<file path="config.mk">
export PLATFORM = sky130hd
export DESIGN_NAME = ysyx_22040895_lsu
export DESIGN_NICKNAME = d
export VERILOG_FILES = /design/src/rtl/ysyx_22040895_lsu_pkg.sv /design/src/rtl/ysyx_22040895_lsu_fmt.sv /design/src/rtl/ysyx_22040895_lsu.sv
export SDC_FILE = /design/constraint.sdc
export NUM_CORES = 1
export LEC_CHECK = 0
export CORE_ASPECT_RATIO = 0.75
export CORE_MARGIN = 2
export CORE_UTILIZATION = 30
export DETAILED_ROUTE_END_ITERATION = 10
export DONT_BUFFER_PORTS = 1
export PLACE_DENSITY = 0.42
export SYNTH_ARGS = -nofsm -noshare
export SYNTH_HDL_FRONTEND = slang
export SYNTH_HIERARCHICAL = 1
export SYNTH_SLANG_ARGS = --single-unit
</file>
<file path="constraint.sdc">
create_clock -name clk -period 5.4 [get_ports clk]
set_input_delay 1.35 -clock clk [delete_from_list [all_inputs] [get_ports clk]]
set_output_delay 1.35 -clock clk [all_outputs]
set_load 0.02 [all_outputs]
</file>
<file path="src/rtl/ysyx_22040895_lsu_pkg.sv">
// Shared definitions for the load/store unit: memop fields, access sizes,
// FSM state encoding and the alignment rule.
package ysyx_22040895_lsu_pkg;

  typedef enum logic [1:0] {
    IDLE = 2'd0,
    REQ  = 2'd1,
    WAIT = 2'd2,
    DONE = 2'd3
  } lsu_state_e;

  localparam logic [1:0] SZ_B = 2'd0;
  localparam logic [1:0] SZ_H = 2'd1;
  localparam logic [1:0] SZ_W = 2'd2;
  localparam logic [1:0] SZ_D = 2'd3;

  localparam int MEMOP_MEM   = 3;
  localparam int MEMOP_STORE = 2;

  // Natural alignment: an access of 2^size bytes must start on a 2^size boundary.
  function automatic logic misaligned(input logic [1:0] size, input logic [2:0] offset);
    case (size)
      SZ_H:    return offset[0];
      SZ_W:    return |offset[1:0];
      SZ_D:    return |offset;
      default: return 1'b0;
    endcase
  endfunction

endpackage

</file>
<file path="src/rtl/ysyx_22040895_lsu_fmt.sv">
// Combinational lane formatting: store data/mask placement and load
// extraction with sign or zero extension.
module ysyx_22040895_lsu_fmt
  import ysyx_22040895_lsu_pkg::*;
#(
  parameter int DATA_W = 64
) (
  input  logic [1:0]        size,
  input  logic [2:0]        offset,
  input  logic              is_unsigned,
  input  logic [DATA_W-1:0] store_data,
  input  logic [DATA_W-1:0] rsp_data,
  output logic [7:0]        wmask,
  output logic [DATA_W-1:0] wdata,
  output logic [DATA_W-1:0] load_data
);

  logic [7:0]        base_mask;
  logic [DATA_W-1:0] shifted;
  logic              sx;

  always_comb begin
    base_mask = 8'h01;
    case (size)
      SZ_B:    base_mask = 8'h01;
      SZ_H:    base_mask = 8'h03;
      SZ_W:    base_mask = 8'h0F;
      default: base_mask = 8'hFF;
    endcase
  end

  assign wmask   = base_mask << offset;
  assign wdata   = store_data << {offset, 3'b000};
  assign shifted = rsp_data >> {offset, 3'b000};

  always_comb begin
    sx        = 1'b0;
    load_data = shifted;
    case (size)
      SZ_B: begin
        sx        = ~is_unsigned & shifted[7];
        load_data = {{(DATA_W-8){sx}}, shifted[7:0]};
      end
      SZ_H: begin
        sx        = ~is_unsigned & shifted[15];
        load_data = {{(DATA_W-16){sx}}, shifted[15:0]};
      end
      SZ_W: begin
        sx        = ~is_unsigned & shifted[31];
        load_data = {{(DATA_W-32){sx}}, shifted[31:0]};
      end
      default: load_data = shifted;
    endcase
  end

endmodule

</file>
<file path="src/rtl/ysyx_22040895_lsu.sv">
// Load/store unit: one instruction in flight, one aligned 64-bit memory
// request per access, formatted result handed to writeback.
module ysyx_22040895_lsu
  import ysyx_22040895_lsu_pkg::*;
#(
  parameter int ADDR_W = 64,
  parameter int DATA_W = 64
) (
  input  logic              clk,
  input  logic              rst,
  input  logic              in_valid,
  output logic              in_ready,
  input  logic [ADDR_W-1:0] in_addr,
  input  logic [DATA_W-1:0] in_wdata,
  input  logic [3:0]        in_memop,
  input  logic              in_unsigned,
  output logic              out_valid,
  input  logic              out_ready,
  output logic [DATA_W-1:0] out_data,
  output logic              out_misalign,
  output logic              mem_req_valid,
  input  logic              mem_req_ready,
  output logic [ADDR_W-1:0] mem_req_addr,
  output logic              mem_req_wen,
  output logic [DATA_W-1:0] mem_req_wdata,
  output logic [7:0]        mem_req_wmask,
  input  logic              mem_rsp_valid,
  input  logic [DATA_W-1:0] mem_rsp_rdata
);

  lsu_state_e        state_reg, state_next;
  logic [2:0]        offset_reg;
  logic [1:0]        size_reg;
  logic              unsigned_reg;
  logic              store_reg;
  logic [DATA_W-1:0] out_data_reg;
  logic              misalign_reg;
  logic [ADDR_W-1:0] req_addr_reg;
  logic              req_wen_reg;
  logic [DATA_W-1:0] req_wdata_reg;
  logic [7:0]        req_wmask_reg;

  logic              accept;
  logic              in_is_mem;
  logic              in_misal;
  logic [1:0]        fmt_size;
  logic [2:0]        fmt_offset;
  logic [7:0]        fmt_wmask;
  logic [DATA_W-1:0] fmt_wdata;
  logic [DATA_W-1:0] fmt_load;

  assign in_ready  = (state_reg == IDLE);
  assign accept    = in_valid & in_ready;
  assign in_is_mem = in_memop[MEMOP_MEM];
  assign in_misal  = misaligned(in_memop[1:0], in_addr[2:0]);

  // The store path is only needed at accept and the load path only in WAIT,
  // so one formatter serves both by selecting live or captured fields.
  assign fmt_size   = in_ready ? in_memop[1:0] : size_reg;
  assign fmt_offset = in_ready ? in_addr[2:0]  : offset_reg;

  ysyx_22040895_lsu_fmt #(.DATA_W(DATA_W)) u_fmt (
    .size        (fmt_size),
    .offset      (fmt_offset),
    .is_unsigned (unsigned_reg),
    .store_data  (in_wdata),
    .rsp_data    (mem_rsp_rdata),
    .wmask       (fmt_wmask),
    .wdata       (fmt_wdata),
    .load_data   (fmt_load)
  );

  always_ff @(posedge clk) begin
    if (rst) state_reg <= IDLE;
    else     state_reg <= state_next;
  end

  always_comb begin
    state_next = state_reg;
    case (state_reg)
      IDLE: if (in_valid) state_next = (!in_is_mem || in_misal) ? DONE : REQ;
      REQ:  if (mem_req_ready) state_next = WAIT;
      WAIT: if (mem_rsp_valid) state_next = DONE;
      DONE: if (out_ready) state_next = IDLE;
      default: state_next = IDLE;
    endcase
  end

  always_ff @(posedge clk) begin
    if (rst) begin
      offset_reg    <= '0;
      size_reg      <= '0;
      unsigned_reg  <= 1'b0;
      store_reg     <= 1'b0;
      out_data_reg  <= '0;
      misalign_reg  <= 1'b0;
      req_addr_reg  <= '0;
      req_wen_reg   <= 1'b0;
      req_wdata_reg <= '0;
      req_wmask_reg <= '0;
    end else if (accept) begin
      offset_reg   <= in_addr[2:0];
      size_reg     <= in_memop[1:0];
      unsigned_reg <= in_unsigned;
      store_reg    <= in_memop[MEMOP_STORE];
      misalign_reg <= 1'b0;
      if (!in_is_mem) begin
        out_data_reg <= in_addr;
      end else if (in_misal) begin
        out_data_reg <= '0;
        misalign_reg <= 1'b1;
      end else begin
        req_addr_reg  <= {in_addr[ADDR_W-1:3], 3'b000};
        req_wen_reg   <= in_memop[MEMOP_STORE];
        req_wdata_reg <= in_memop[MEMOP_STORE] ? fmt_wdata : '0;
        req_wmask_reg <= in_memop[MEMOP_STORE] ? fmt_wmask : 8'h00;
      end
    end else if (state_reg == WAIT && mem_rsp_valid) begin
      out_data_reg <= store_reg ? '0 : fmt_load;
    end
  end

  assign out_valid     = (state_reg == DONE);
  assign out_data      = out_data_reg;
  assign out_misalign  = misalign_reg;
  assign mem_req_valid = (state_reg == REQ);
  assign mem_req_addr  = req_addr_reg;
  assign mem_req_wen   = req_wen_reg;
  assign mem_req_wdata = req_wdata_reg;
  assign mem_req_wmask = req_wmask_reg;

endmodule

</file>
==> out/qor.txt, run 1 <==
pwr dens: 549 nW/um^2
area share of fa/ha/maj cells after synthesis: 0.00482
largest net degree at the start of global routing: 210
EDFF count, synth: 0
RSZ-0062 raised after global routing: no
DR WL/cell: 25.0 um
post-synthesis sequential area ratio: 0.321
Clock Latency Late Sink: 540 ps
hpwl dp: 36900 um
critical path required time: 5820 ps
status: completed
CP arrival: 4330 ps
power consumption: 7.59 mW
row cnt: 65
initial antenna violation count: 4
Clock Path Buffers: 3
Yosys reg bits: 208
Detailed Routing Iterations Pass 1: 5
DRT iter0 DRCs: 1247
mux contribution to synthesized area: 0.161
Worst-Margin Slew: 1150 ps
Synth Area in XOR/XNOR: 0
Hold Crit Class: reg -> reg
CP startpoint kind: flop
count leader, synth: nand2_1
largest family of logic cells by synthesized area: simple AND/OR/NAND/NOR gates
Synth top cells by count: nand2_1, a21oi_1, dfxtp_1
Critical Path End Type: flop
Netlist Area Pre-Place: 13000 sq um
Filler cells: 4512
fraction of layout instances using a drive strength above 1: 0.130
Final Critical Period: 3910 ps
clock root buffer: clkbuf_16
syn_area_per_cell: 7.99 sq um
maximum VDD drop: 0.000303 V
asr flop ratio synth: 0
Die Footprint: 45000 sq um
Hold WS: 457 ps
crit share post-route: 0.724
vias in the first global route: 10858
max_cap viols: 0
crit path max fanout: 66
Core Footprint: 42400 sq um
first-pass GRT wire length: 76400 um
post-synthesis cell type count: 53
final setup vio count: 0
slew margin rel.: 0.233
worst clock skew: 16.6 ps
Pleak: 4.82 nW
Synth Flop Type: dfxtp_1
setup TNS: 0 ps
H-Tree Level Count: 1
count of final hold-check violations: 0
dpl ws: 1390 ps
Core Util, Final: 0.327
RePlAce Congestion: 0.911
register area: 4170 sq um
Peak Freq: 256 MHz
Routed WL: 52200 um
total grt overflow: 0
Post-route DRC: 0
Yosys warning total: 6
Inserted Clock Buffers: 25
Synth Area in Simple Gates: 0.234
TritonCTS sink count: 208
synth-to-layout area growth: 6.59%
Port Buffers: 0
Yosys top cell by area: dfxtp_1
CTS tree: done
# nets final: 1706
setup ws final: 1490 ps
Cells after Synth: 1625
footprint of the multi-input gates: 7970 sq um
Yosys top cell area share: 0.321
post-synthesis compound-gate area fraction: 0.209
post-CTS resize count: 0
max-slew violations: 0
top post-synthesis cells by area: dfxtp_1, a21oi_1, nand2_1
Die Width: 244 um
Ports: 408
CTS Hold Buffers Added: 0
total global-route track usage: 0.221
Initial Util: 0.306
Post-CTS Setup Repair Bufs: 0
Clock transition at path regs: 60 ps
Vias/cell: 5.60
routed vias: 11676
Final ANT Viol Nets: 0
Setup Crit Path Kind: reg -> reg
Die H: 184 um
## cell usage in the layout, fill, tap and decap left out, types with 6 or more instances in the layout
| cell type | n |
|---|---|
| nand2_1 | 283 |
| a21oi_1 | 235 |
| dfxtp_1 | 207 |
| mux2i_1 | 104 |
| nand3_1 | 92 |
| nor2b_1 | 75 |
| nand2b_1 | 72 |
| nor2_1 | 61 |
| o221a_2 | 59 |
| mux2_2 | 50 |
| o21ai_0 | 42 |
| nand4_1 | 34 |
| clkbuf_16 | 25 |
| o22ai_1 | 17 |
| o2bb2ai_1 | 16 |
| mux4_2 | 13 |
| buf_4 | 12 |
| mux2_4 | 9 |
| and2_1 | 9 |
| o211ai_1 | 9 |
| a211o_1 | 7 |
| a32oi_1 | 7 |
| inv_1 | 6 |
## stage by stage
stage,area (sq um),std cells
2_1_floorplan,13000,1627
3_3_place_gp,13000,2040
3_5_place_dp,13000,2040
4_1_cts,13800,2082
5_1_grt,13800,2085
6_report,13800,2086
## layout make-up
type / instances / area share
multi-input combinational: 1242 / 0.576
sequential: 208 / 0.301
tap: 569 / 0.0514
clock buffer: 32 / 0.0485
timing repair buffer: 15 / 0.0108
clock inverter: 10 / 0.00994
inverter: 6 / 0.00163
antenna: 4 / 0.000723
## final timing paths
path                                   start            to  slack (ps)  depth (start not counted)
worst max-delay path            state_reg[1]  out_data[58]        1490                         11
worst min-delay path             size_reg[1]   size_reg[1]         460                          2
worst max register to register  state_reg[1]  out_data[58]        1490                         11
worst min register to register   size_reg[1]   size_reg[1]         460                          2
## kinds of logic after synthesis
logic type,Yosys count
muxes,179
and+or+nand+nor,640
other,1
AOI/OAI and AO/OA,415
adders and majority gates,5
DFF,208
buffers and inverters,177
## where the power goes
part | internal (mW) | switching, mW | total [mW]
clock | 1.02 | 0.694 | 1.71
sequential | 1.77 | 0.491 | 2.26
combinational | 1.40 | 2.21 | 3.62
## worst max-delay path, stage by stage, from the launching register on
cell,delay [ps]
dfxtp_1,350
inv_1,110
ha_1,600
mux2_4,840
mux2i_1,470
nand3_1,150
nand4_1,110
buf_4,440
nand4_1,240
nand2b_1,130
a21oi_1,100
o221a_2,150
## routing by layer
metal | vias up | routed length (um) | track usage
li1 | 5525 | - | -
met1 | 5672 | 24700 | 0.324
met2 | 431 | 21100 | 0.300
met3 | 48 | 5310 | 0.0826
met4 | 0 | 1170 | 0.0554
met5 | - | 0 | 0
Power figures use the tool's default switching activity.
==> run 2, diff against run 1 <==
==> constraint.sdc (replaced) <==
create_clock -name clk -period 3.7 [get_ports clk]
set_input_delay 0.925 -clock clk [delete_from_list [all_inputs] [get_ports clk]]
set_output_delay 0.925 -clock clk [all_outputs]
set_load 0.02 [all_outputs]
==> run 2 against run 1 <==
Net effect:
- count of clock-buffer cells in the layout is 1 lower
- clock power is 57% higher
- sequential power up 46%
- fmax increased by 20%
- via count increased by 0.22%
- power increased by 49%
- setup slack got worse by 1000 ps
- cell count up 0.81%
- combinational power is 47% higher
- routed wire length increased by 1.7%
- die area stayed put
- largest cell class unchanged
==> out/qor.txt, run 2 (same netlist as run 1, synthesis figures left out) <==
status: completed
hpwl dp: 38200 um
Peak Freq: 308 MHz
Final ANT Viol Nets: 0
RePlAce Congestion: 0.883
# nets final: 1722
initial antenna violation count: 4
Setup Crit Path Kind: reg -> reg
clock root buffer: clkbuf_16
CTS Hold Buffers Added: 0
CP startpoint kind: flop
Ports: 408
H-Tree Level Count: 1
slew margin rel.: 0.355
CP max stage delay: 780 ps
Worst path slowest cell: buf_4
Clock Path Buffers: 3
Filler cells: 4485
Hold WS: 450 ps
Die Width: 244 um
R2R depth: 8
DRT iter0 DRCs: 1175
first-pass GRT wire length: 78000 um
Hold Crit Class: in -> reg
Detailed Routing Iterations Pass 1: 6
Die Footprint: 45000 sq um
worst clock skew: 20.7 ps
Clock transition at path regs: 60 ps
commonest cells after routing, fill and taps aside: nand2_1, a21oi_1, dfxtp_1, mux2i_1, nand3_1
Inserted Clock Buffers: 25
Clock Latency Late Sink: 540 ps
placed instance area: 13200 sq um
total grt overflow: 0
total global-route track usage: 0.226
Final Critical Period: 3250 ps
Core Footprint: 42400 sq um
final setup vio count: 0
vias in the first global route: 11106
non-filler cells, final: 2103
largest net degree at the start of global routing: 210
crit share post-route: 0.877
TritonCTS sink count: 208
maximum VDD drop: 0.000389 V
crit path max fanout: 91
Final Cell Area: 14000 sq um
count of final hold-check violations: 0
synth-to-layout area growth: 8.11%
Die H: 184 um
Routed WL: 53100 um
RSZ-0062 raised after global routing: no
post-CTS resize count: 0
max-slew violations: 0
Worst-Margin Slew: 968 ps
max_cap viols: 0
Post-route DRC: 0
CP arrival: 3730 ps
Core Util, Final: 0.331
Pleak: 4.93 nW
row cnt: 65
routed vias: 11702
fraction of layout instances using a drive strength above 1: 0.141
Post-CTS Setup Repair Bufs: 0
critical path required time: 4180 ps
worst path cell trace: inv_1 -> ha_1 -> mux2_8 -> buf_4 -> o21ai_0 -> mux2i_1 -> nand3_1 -> a21oi_1
Critical Path End Type: flop
Cells on Worst Hold Path: 1
DR WL/cell: 25.3 um
CTS tree: done
Cells after DPL: 2056
Port Buffers: 0
most common cell after layout, fill and taps aside: nand2_1
pwr dens: 806 nW/um^2
Initial Util: 0.306
setup TNS: 0 ps
Vias/cell: 5.56
-- run 2: worst max-delay path: cells and delay by family, from the launching register on --
kind                       cells  cell delay (ps)
AOI/OAI and AO/OA              2              630
adders and majority gates      1              310
buffers and inverters          2              880
DFF                            1              360
muxes                          2              780
and+or+nand+nor                1              110
-- run 2: final cells by class --
| type | instances | area [sq um] | area share |
|---|---|---|---|
| well taps | 569 | 712 | 0.0507 |
| multi-input cells | 1242 | 7970 | 0.568 |
| repair buffers | 31 | 295 | 0.0210 |
| flip-flops and latches | 208 | 4170 | 0.297 |
| inverters | 6 | 22.5 | 0.00160 |
| clock buffers | 31 | 668 | 0.0476 |
| diodes | 4 | 10.0 | 0.000713 |
| clock inverters | 12 | 194 | 0.0138 |
-- run 2: path summary, 6_finish.rpt --
check,to,startpoint,slack [ps]
setup / recovery,mem_req_wdata[60],state_reg[0],450
hold reg to reg,offset_reg[1],offset_reg[1],450
hold / removal,mem_req_addr[12],rst,450
setup reg to reg,mem_req_wdata[60],state_reg[0],450
-- run 2: per-layer routing --
layer,share of wire,up-vias,track usage
met5,0,-,0
met4,0.031,0,0.0644
met3,0.10,63,0.0795
met2,0.40,497,0.303
met1,0.47,5589,0.333
li1,-,5553,-
-- run 2: where the power goes --
part,total [mW],switching [mW],internal [mW]
clock,2.68,1.05,1.62
combinational,5.33,3.20,2.13
sequential,3.31,0.720,2.58
total,11.3,4.97,6.34
-- run 2: through the flow --
step / power (mW) / setup WS (ps)
after detailed placement: 8.64 / 493
after global routing: 12.0 / 234
after global placement: 8.64 / 492
after floorplan: 7.46 / 968
final: 11.3 / 453
after CTS: 11.4 / 458
==> run 3, diff against run 2 <==
==> constraint.sdc (replaced) <==
create_clock -name clk -period 3.7 [get_ports clk]
set_input_delay 0.925 -clock clk [delete_from_list [all_inputs] [get_ports clk]]
set_output_delay 0.925 -clock clk [all_outputs]
set_load 0.005 [all_outputs]
==> run 3 against run 2 <==
Net effect:
- clock power decreased by 6%
- sequential cell count unchanged
- clock skew decreased by 4.6 ps
- sequential power decreased by 11%
- count of clock-buffer cells in the layout increased by 1
- critical path type unchanged
- largest cell class unchanged
- largest power group unchanged
==> out/qor.txt, run 3 (same netlist as run 1, synthesis figures left out) <==
crit path max fanout: 75
power consumption: 10.8 mW
Core Footprint: 42400 sq um
largest net degree at the start of global routing: 210
CP max stage delay: 660 ps
Detailed Routing Iterations Pass 1: 6
Cells on Worst Hold Path: 1
Vias/cell: 5.50
sequential power share: 0.273
Crit path depth: 11
Die H: 184 um
vias in the first global route: 10976
RSZ-0062 raised after global routing: no
final setup vio count: 0
setup ws final: 407 ps
critical path required time: 4120 ps
placed instance area: 13300 sq um
Die Footprint: 45000 sq um
worst clock skew: 16.1 ps
most common cell after layout, fill and taps aside: nand2_1
Pleak: 4.96 nW
max-slew violations: 0
TritonCTS sink count: 208
Comb pwr share: 0.495
CP top delay family: simple AND/OR/NAND/NOR gates
Final Critical Period: 3290 ps
Clk pwr share: 0.232
DRT iter0 DRCs: 1190
Clock Latency Late Sink: 540 ps
Final Cell Area: 14100 sq um
# nets final: 1729
post-CTS resize count: 0
H-Tree Level Count: 1
first-pass GRT wire length: 76600 um
routed vias: 11618
setup TNS: 0 ps
Worst-Margin Slew: 923 ps
commonest cells after routing, fill and taps aside: nand2_1, a21oi_1, dfxtp_1, mux2i_1, nand3_1
Final ANT Viol Nets: 0
Clock transition at path regs: 60 ps
Post-CTS Setup Repair Bufs: 0
Cells after DPL: 2064
pwr dens: 769 nW/um^2
Psw: 4.58 mW
CP startpoint kind: flop
Inserted Clock Buffers: 24
fraction of layout instances using a drive strength above 1: 0.144
Die Width: 244 um
cell internal pwr: 6.25 mW
maximum VDD drop: 0.000360 V
initial antenna violation count: 6
Core Util, Final: 0.332
synth-to-layout area growth: 8.48%
hpwl dp: 38400 um
RePlAce Congestion: 0.891
Peak Freq: 304 MHz
DR WL/cell: 25.0 um
Hold Crit Class: in -> reg
max_cap viols: 0
R2R depth: 11
slew margin rel.: 0.385
non-filler cells, final: 2111
total global-route track usage: 0.222
count of final hold-check violations: 0
worst path cell trace: inv_1 -> ha_1 -> mux2_8 -> nor2b_2 -> a22oi_2 -> nand4_1 -> buf_4 -> nand4_1 -> nand2b_1 -> a21oi_1 -> o221a_1
CP arrival: 3720 ps
Post-route DRC: 0
Worst Path Buf+Inv: 2
Clock Path Buffers: 3
most used cell, CP: nand4_1
Sw Share: 0.423
CTS Hold Buffers Added: 0
crit share post-route: 0.890
CTS tree: done
Routed WL: 52700 um
total grt overflow: 0
Setup Crit Path Kind: reg -> reg
Initial Util: 0.306
Ports: 408
dpl ws: 448 ps
Hold WS: 449 ps
Port Buffers: 0
row cnt: 65
status: completed
clock root buffer: clkbuf_16
Critical Path End Type: flop
Worst path slowest cell: mux2_8
run 3: cell types whose count changed in the layout (fill, tap and decap cells not counted):
cell / previous run / this run
buf_12: 5 / 8
buf_4: 26 / 31
bufinv_16: 5 / 3
clkbuf_1: 4 / 5
clkinv_2: 4 / 5
clkinvlp_4: 2 / 1
inv_6: 0 / 1
run 3: worst register-to-register path: cells and delay by family (launching register included):
| kind | cells | cell delay (ps) |
|---|---|---|
| AO/OA/AOI/OAI | 3 | 380 |
| buffers and inverters | 2 | 560 |
| AND/OR/NAND/NOR | 4 | 850 |
| multiplexers | 1 | 660 |
| adder cells (fa/ha/maj) | 1 | 330 |
| flip-flops | 1 | 390 |
run 3: final timing paths:
path	start	endpoint	slack, ps
worst min-delay path	rst	mem_req_addr[4]	450
worst max register to register	state_reg[1]	out_data[43]	410
worst max-delay path	state_reg[1]	out_data[43]	410
worst min register to register	size_reg[1]	size_reg[1]	450
run 3: layout make-up:
| class | count | area, sq um |
|---|---|---|
| antenna | 4 | 10.0 |
| timing repair buffer | 39 | 393 |
| sequential | 208 | 4170 |
| inverter | 6 | 22.5 |
| clock inverter | 11 | 140 |
| multi-input combinational | 1242 | 7970 |
| fill | 4515 | 28300 |
| tap | 569 | 712 |
| clock buffer | 32 | 672 |
run 3: routing by layer:
layer  global-route usage  wire, um  vias up
li1                     -         -     5574
met1                0.321     24500     5568
met2                0.313     21900      415
met3               0.0776      5170       59
met4               0.0493      1110        2
met5                    0        12        -
run 3: power by group through the flow:
| stage | clock network (mW) | registers (mW) | logic [mW] |
|---|---|---|---|
| after floorplan | 0 | 2.82 | 4.26 |
| after global placement | 0 | 3.01 | 5.29 |
| after detailed placement | 0 | 3.00 | 5.30 |
| after CTS | 2.61 | 2.96 | 5.32 |
| after global routing | 2.68 | 3.00 | 5.86 |
| final | 2.51 | 2.95 | 5.37 |
